==> config.mk <==
export PLATFORM = sky130hd
export DESIGN_NAME = pwm_duty_meter
export DESIGN_NICKNAME = d
export VERILOG_FILES = /design/src/rtl/pwm_duty_meter.sv
export SDC_FILE = /design/constraint.sdc
export NUM_CORES = 1
export LEC_CHECK = 0
export CORE_AREA = 2 2 91 93
export CTS_CLUSTER_SIZE = 14
export DETAILED_ROUTE_END_ITERATION = 8
export DIE_AREA = 0 0 93 95
export PLACE_DENSITY = 0.84
export SETUP_SLACK_MARGIN = 0.2
export SLEW_MARGIN = 20
export SYNTH_ARGS = -nofsm -noshare
export SYNTH_HDL_FRONTEND = slang
export SYNTH_SLANG_ARGS = --single-unit
==> constraint.sdc <==
create_clock -name clk -period 2.1 [get_ports clk]
set_clock_uncertainty 0.05 [all_clocks]
set_input_delay 0.42 -clock clk [delete_from_list [all_inputs] [get_ports clk]]
set_output_delay 0.42 -clock clk [all_outputs]
set_load 0.02 [all_outputs]
==> src/rtl/pwm_duty_meter.sv <==
// ---------------------------------------------------------------------------
// pwm_duty_meter
//
// Measures an incoming PWM waveform and reports its period (rise to rise) and
// high time (rise to fall) in clk cycles. Acts as the receive end of the LED
// PWM generator for loop-back checking, and as a reader for external PWM
// sources. If no rising edge arrives within TIMEOUT cycles the block reports a
// static (stuck) input together with the level it is stuck at.
//
// Parameters
//   CNT_W    width of all cycle counters and measurement outputs
//   TIMEOUT  cycles without a rising edge before a static result
//            (2 <= TIMEOUT <= 2^CNT_W-1)
//
// Ports
//   clk         in   1      system clock, only clock domain
//   rst_n       in   1      asynchronous active-low reset
//   pwm_in      in   1      asynchronous PWM input
//   period_o    out  CNT_W  last measured period in clk cycles (0 on static)
//   high_o      out  CNT_W  last measured high time in clk cycles (0 on static)
//   static_o    out  1      1 = last result was a timeout
//   level_o     out  1      synchronized input level captured at the timeout
//   meas_vld_o  out  1      one-cycle pulse when the result outputs update
// ---------------------------------------------------------------------------
module pwm_duty_meter #(
    parameter int CNT_W   = 16,
    parameter int TIMEOUT = 65535
) (
    input  logic             clk,
    input  logic             rst_n,
    input  logic             pwm_in,
    output logic [CNT_W-1:0] period_o,
    output logic [CNT_W-1:0] high_o,
    output logic             static_o,
    output logic             level_o,
    output logic             meas_vld_o
);

    localparam logic [1:0] ST_IDLE = 2'd0;
    localparam logic [1:0] ST_HIGH = 2'd1;
    localparam logic [1:0] ST_LOW  = 2'd2;

    localparam logic [CNT_W-1:0] CNT_ONE   = CNT_W'(1);
    localparam logic [CNT_W-1:0] CNT_MAX   = {CNT_W{1'b1}};
    localparam logic [CNT_W-1:0] TIMEOUT_C = CNT_W'(TIMEOUT);

    // Input synchronizer: s1/s2 form the 2-FF synchronizer, s3 holds the
    // previous synchronized sample for edge decoding.
    logic s1_reg, s2_reg, s3_reg;
    logic rise, fall;

    logic [1:0]       state_reg, state_next;
    logic [CNT_W-1:0] per_cnt_reg, per_cnt_next;
    logic [CNT_W-1:0] idle_cnt_reg, idle_cnt_next;
    logic [CNT_W-1:0] hi_lat_reg, hi_lat_next;
    logic             do_meas, do_static;

    always_ff @(posedge clk or negedge rst_n) begin
        if (!rst_n) begin
            s1_reg <= 1'b0;
            s2_reg <= 1'b0;
            s3_reg <= 1'b0;
        end else begin
            s1_reg <= pwm_in;
            s2_reg <= s1_reg;
            s3_reg <= s2_reg;
        end
    end

    assign rise = s2_reg & ~s3_reg;
    assign fall = ~s2_reg & s3_reg;

    // Next-state and event decode.
    always_comb begin
        // The period counter restarts at 1 in the rise cycle so that the value
        // seen at the next rise equals the rise-to-rise distance exactly.
        if (rise) begin
            per_cnt_next = CNT_ONE;
        end else if (per_cnt_reg == CNT_MAX) begin
            per_cnt_next = per_cnt_reg;
        end else begin
            per_cnt_next = per_cnt_reg + CNT_ONE;
        end

        state_next    = state_reg;
        idle_cnt_next = idle_cnt_reg;
        hi_lat_next   = hi_lat_reg;
        do_meas       = 1'b0;
        do_static     = 1'b0;

        case (state_reg)
            ST_IDLE: begin
                // First partial period after IDLE is discarded.
                if (rise) begin
                    state_next = ST_HIGH;
                end else if (fall) begin
                    idle_cnt_next = CNT_ONE;
                end else if (idle_cnt_reg == TIMEOUT_C) begin
                    do_static     = 1'b1;
                    idle_cnt_next = CNT_ONE;
                end else begin
                    idle_cnt_next = idle_cnt_reg + CNT_ONE;
                end
            end
            ST_HIGH: begin
                // A rise cannot occur here (a fall always comes first), so the
                // timeout is checked ahead of the fall: a high time that reaches
                // TIMEOUT would otherwise leave LOW past its timeout point.
                if (per_cnt_reg == TIMEOUT_C) begin
                    do_static     = 1'b1;
                    idle_cnt_next = CNT_ONE;
                    state_next    = ST_IDLE;
                end else if (fall) begin
                    hi_lat_next = per_cnt_reg;
                    state_next  = ST_LOW;
                end
            end
            ST_LOW: begin
                // Rise takes priority over a coincident timeout.
                if (rise) begin
                    do_meas    = 1'b1;
                    state_next = ST_HIGH;
                end else if (per_cnt_reg == TIMEOUT_C) begin
                    do_static     = 1'b1;
                    idle_cnt_next = CNT_ONE;
                    state_next    = ST_IDLE;
                end
            end
            default: begin
                state_next = ST_IDLE;
            end
        endcase
    end

    always_ff @(posedge clk or negedge rst_n) begin
        if (!rst_n) begin
            state_reg    <= ST_IDLE;
            per_cnt_reg  <= '0;
            idle_cnt_reg <= '0;
            hi_lat_reg   <= '0;
        end else begin
            state_reg    <= state_next;
            per_cnt_reg  <= per_cnt_next;
            idle_cnt_reg <= idle_cnt_next;
            hi_lat_reg   <= hi_lat_next;
        end
    end

    // Result registers hold between updates; level_o changes only on timeout.
    always_ff @(posedge clk or negedge rst_n) begin
        if (!rst_n) begin
            period_o   <= '0;
            high_o     <= '0;
            static_o   <= 1'b0;
            level_o    <= 1'b0;
            meas_vld_o <= 1'b0;
        end else begin
            meas_vld_o <= do_meas | do_static;
            if (do_meas) begin
                period_o <= per_cnt_reg;
                high_o   <= hi_lat_reg;
                static_o <= 1'b0;
            end else if (do_static) begin
                period_o <= '0;
                high_o   <= '0;
                static_o <= 1'b1;
                level_o  <= s2_reg;
            end
        end
    end

endmodule
# After elaboration in Yosys (flattened, before gate mapping)
# Index checks and enable logic that the tools add are counted.
classes:
  muxes: 27
  add_sub_neg: 2
  n_eq_ne: 10
  reduce_logical: 7
  bitwise_logic: 7
op_table:
  columns: ["cell", "n"]
  rows:
  - ["$mux W16", 10]
  - ["$pmux W16 S3", 1]
  - ["$add A16 B1 Y16 const B", 2]
  - ["$eq A16 B16 Y1 const B", 2]
  - ["$mux W2", 5]
  - ["$mux W1", 9]
  - ["$reduce_and A3 Y1", 3]
  - ["$ne A2 B2 Y1 const B", 4]
  - ["$ne A3 B3 Y1 const B", 2]
  - ["$pmux W2 S3", 1]
  - ["$not A1 Y1", 4]
  - ["$pmux W1 S3", 1]
  - ["$reduce_bool A3 Y1", 1]
  - ["$and A1 B1 Y1", 2]
  - ["$eq A2 B1 Y1 const B", 1]
  - ["$eq A2 B2 Y1 const B", 1]
  - ["$logic_not A2 Y1", 1]
  - ["$reduce_and A2 Y1", 1]
  - ["$reduce_bool A2 Y1", 1]
  - ["$or A1 B1 Y1", 1]
totals:
  reg_bits: 88
  word_cells: 65

# Longest topological paths before layout
depth:
  ltp_word: 7
  depth_mapped: 10

# Least setup slack after synthesis
# Ideal clock, no wire load.
synth_timing:
  path_type: "register to register"
  start: "reg per_cnt_reg[0]"
  end: "reg hi_lat_reg[10]"
  t_arrival_ps: 2135
  stages_incl_launch_ff: 10
  path_slack_ps: -210
  required_time_ps: 1925
  path_buffers: 4
  setup_ps: 125
  path_cell_list: "dfrtp_1 ha_1 and3_1 clkbuf_1 and4_4 buf_6 or3b_1 buf_6 buf_12 mux2_4"
synth_via:
  elab_chain_cells: 3
synth_rtl:
  columns: ["item", "line", "text"]
  rows:
  - ["start: declaration", "53", "logic [CNT_W-1:0] per_cnt_reg, per_cnt_next;"]
  - ["start signal: assignment", "143", "per_cnt_reg <= per_cnt_next;"]
  - ["$eq A16 B16 Y1", "109", "if (per_cnt_reg == TIMEOUT_C) begin"]
  - ["$not A1 Y1 (no source line)", null, null]
  - ["$reduce_and A3 Y1 (no source line)", null, null]
  - ["end signal: assignment", "145", "hi_lat_reg <= hi_lat_next;"]
  - ["end: declaration", "55", "logic [CNT_W-1:0] hi_lat_reg, hi_lat_next;"]
# Every way passes these cells.
# A chain may end at the register's enable or synchronous reset.

# Worst setup path in the final report
layout_timing:
  start: "reg per_cnt_reg[1]"
  end: "reg hi_lat_reg[9]"
# The elaborated chain is that of the path after synthesis.

==> impl_metrics.tcl <==
set metrics [dict create \
    die-area_sq_um 8835 \
    critical_path_class "reg2reg" \
    grt_use_met2_pct 35.63 \
    slowest_delay_ns 0.42 \
    yosys-top-cells-area "dfrtp_1 56%, a22o_1 7.4%, o21ai_0 2.9%, mux2_4 2.7%, mux2_2 2.3%" \
    outcome "complete, no violations" \
    ys_ff_latch 88 \
    root_buffer "clkbuf_8" \
    dp_slack_ns 0.06210 \
    die_h_um 95 \
    syn2layout_area_growth_pct 31.97 \
    sw_frac_of_total_pct 34.11 \
    holdWs_ns 0.3181 \
    ys_warn_count 0 \
    synth_flop_cell "dfrtp_1" \
    ys_async_sr_fraction_pct 100.0 \
    required_ns 2.29 \
    rr_startpoint "per_cnt_reg[1]$_DFFE_PN0P_" \
    grt_pass1_wl_mm 14.37 \
    setup_viol_count_final 0 \
    insertedDiodeCount 0 \
    cts.sinks 88 \
    timing.rr.end "hi_lat_reg[9]$_DFFE_PN0P_" \
    ff2ff_setup_slack_ns 0.12 \
    grt_util_met1_pct 26.79 \
    core_area_sq_um 7928 \
    most-common-layout-cells "84 x dfrtp_1, 40 x buf_4, 35 x clkdlybuf4s50_1, 33 x a22o_1, 21 x nand2_1" \
    crit_slowest_cell "or3b_4" \
    clkTransAtPathRegs_ns 0.09 \
    firstDrtPassIters 4 \
    power_uw 5221 \
    gp_congestion 0.9570 \
    rows 33 \
    insertion_delay_ns 0.36 \
    synth_edf_count 0 \
    p_seq_share_pct 39.2 \
    die_w_um 93 \
    min_path_cells 0 \
    intPower_uw 3440 \
    grt_max_degree 41 \
    cp-start-kind "flip-flop" \
    antenna_found_initial 0 \
    use_met3_pct 4.070 \
    hold_violations 0 \
    cp_num_buf_inv 1 \
    wl_per_cell_um 17.19 \
    fin_crit_sh_pct 94.32 \
    final_common_cell "dfrtp_1" \
    num_io_pins 38 \
    syn_inst 341 \
    hp-class "reg2reg" \
    syn-num-nets 350 \
    critPathCaptureType "flip-flop" \
    worst_slack_ns 0.1193 \
    p_leak_uw 0.002376 \
    vias_per_cell 5.854 \
    start_util_pct 49.32 \
    synth_top_area_share_pct 56.32 \
    grt_pass1_vias 2939 \
    hold_end "s2_reg$_DFF_PN0_" \
    synth_area_sq_um 3910 \
    drive_gt1_share_pct 29.25 \
    ctsHtreeMaxLevel 3 \
    hpwl_mm 5.618 \
    fmax_mhz 504.9 \
    layout_min_cycle_time_ns 1.981 \
    reg2regPathDepth 6 \
    worstHoldStart "s1_reg$_DFF_PN0_" \
    comb_power_share_pct 35.6 \
    clock_path_buffers 2 \
    slew_viol_final 0 \
    drcViolationCount 0 \
    ant_nets 0 \
    ir_drop_uv 818.4 \
    cellPowerDensity_nw_per_um2 1012 \
    worstPathCellList "ha_2 -> and3_4 -> and4_4 -> or3b_4 -> buf_12 -> mux2_4" \
    drt_iter0_drc 188 \
    avgSynthCellArea_sq_um 11.47 \
    p_switching_uw 1781 \
    synth_cell_types 45 \
    numCtsBuffers 9 \
    worstPathMaxFanout 9 \
    grt_setup_unrepaired "true" \
    relSlewSlack_pct 64.82 \
    cts_tree "yes" \
    tightestPinTransition_ns 0.5276 \
    grt.total_usage_pct 20.69 \
    cap_violations 0 \
    busiest_layer "met2" \
    yosysSeqAreaShare_pct 56.32 \
    num_vias 3097 \
    clock_power_share_pct 25.2 \
    numPortBuffers 37 \
    arrival_ns 2.17 \
    layout.nets 428 \
    yosysTopAreaCell "dfrtp_1" \
    crit_family "simple AND/OR/NAND/NOR gates" \
    wl_mm 9.091 \
    overflow 0 \
]
how the worst max path moves through the flow:
stage / from / to / slack (ns) / depth (start not counted)
after floorplan: per_cnt_reg[0]$_DFFE_PN0P_ / hi_lat_reg[10]$_DFFE_PN0P_ / -0.14 / 9
after CTS: per_cnt_reg[1]$_DFFE_PN0P_ / hi_lat_reg[9]$_DFFE_PN0P_ / 0.12 / 6
after detailed placement: per_cnt_reg[0]$_DFFE_PN0P_ / state_reg[0]$_DFFE_PN0P_ / 0.06 / 7
after global routing: per_cnt_reg[1]$_DFFE_PN0P_ / hi_lat_reg[9]$_DFFE_PN0P_ / 0.08 / 6
after global placement: state_reg[0]$_DFFE_PN0P_ / idle_cnt_reg[12]$_DFFE_PN0P_ / 0.13 / 6
final: per_cnt_reg[1]$_DFFE_PN0P_ / hi_lat_reg[9]$_DFFE_PN0P_ / 0.12 / 6
layout make-up:
cell class / instances / area (sq um)
Clock buffer: 9 / 123.9
Clock inverter: 7 / 102.6
Fill cell: 586 / 2768
Inverter: 9 / 33.78
Multi-Input combinational cell: 225 / 1717
Sequential cell: 88 / 2207
Tap cell: 105 / 131.4
Timing Repair Buffer: 86 / 844.6
Yosys cell counts, drive strengths merged (6+ instances only):
cell,instances
buf,8
ha,6
or3,6
nand3,9
clkbuf,11
a22o,33
mux2,15
nor2,21
nor3,14
o21ai,23
nand2,23
nand4,11
dfrtp,88
inv,9
a21oi,14
stage by stage:
stage          util, %  instances  cell area, sq um  setup TNS, ns
2_1_floorplan        -        341              3975         -1.008
3_3_place_gp     58.25        495              4618              0
3_5_place_dp     58.25        495              4618              0
4_1_cts          62.63        520              4965              0
5_1_grt          65.09        529              5160              0
6_report         65.09        529              5160              0
routing by layer:
layer  share of wire [%]  routed length (um)
met5                   0                   0
met4                 1.6                 147
met3                 4.5                 409
met2                  52                4761
met1                  41                3772
what timing repair did:
action                                 CTS  global route
resized for setup                       14            29
pin swaps                                4            10
cloned                                   1             1
setup endpoints to repair               64            67
buffers inserted                         7             8
hold buffers                             1             0
endpoints found under the hold margin   27             0
power groups by stage:
stage,registers (uW),logic (uW),clock network [uW]
2_1_floorplan,2150,909,0
6_report,2050,1860,1320
4_1_cts,2040,1640,1340
3_5_place_dp,2080,1510,0
3_3_place_gp,2070,1440,0
5_1_grt,2080,2010,1410
cell families after synthesis:
group           after synthesis  share of synthesized area, %
compound gates               87                         15.78
mux                          17                         5.504
buf+inv                      28                         3.968
xor+xnor                      9                         2.016
flops                        88                         56.32
fa+ha+maj                     6                         1.920
simple gates                106                         14.50
No activity file was read; power rests on OpenSTA's default activity.
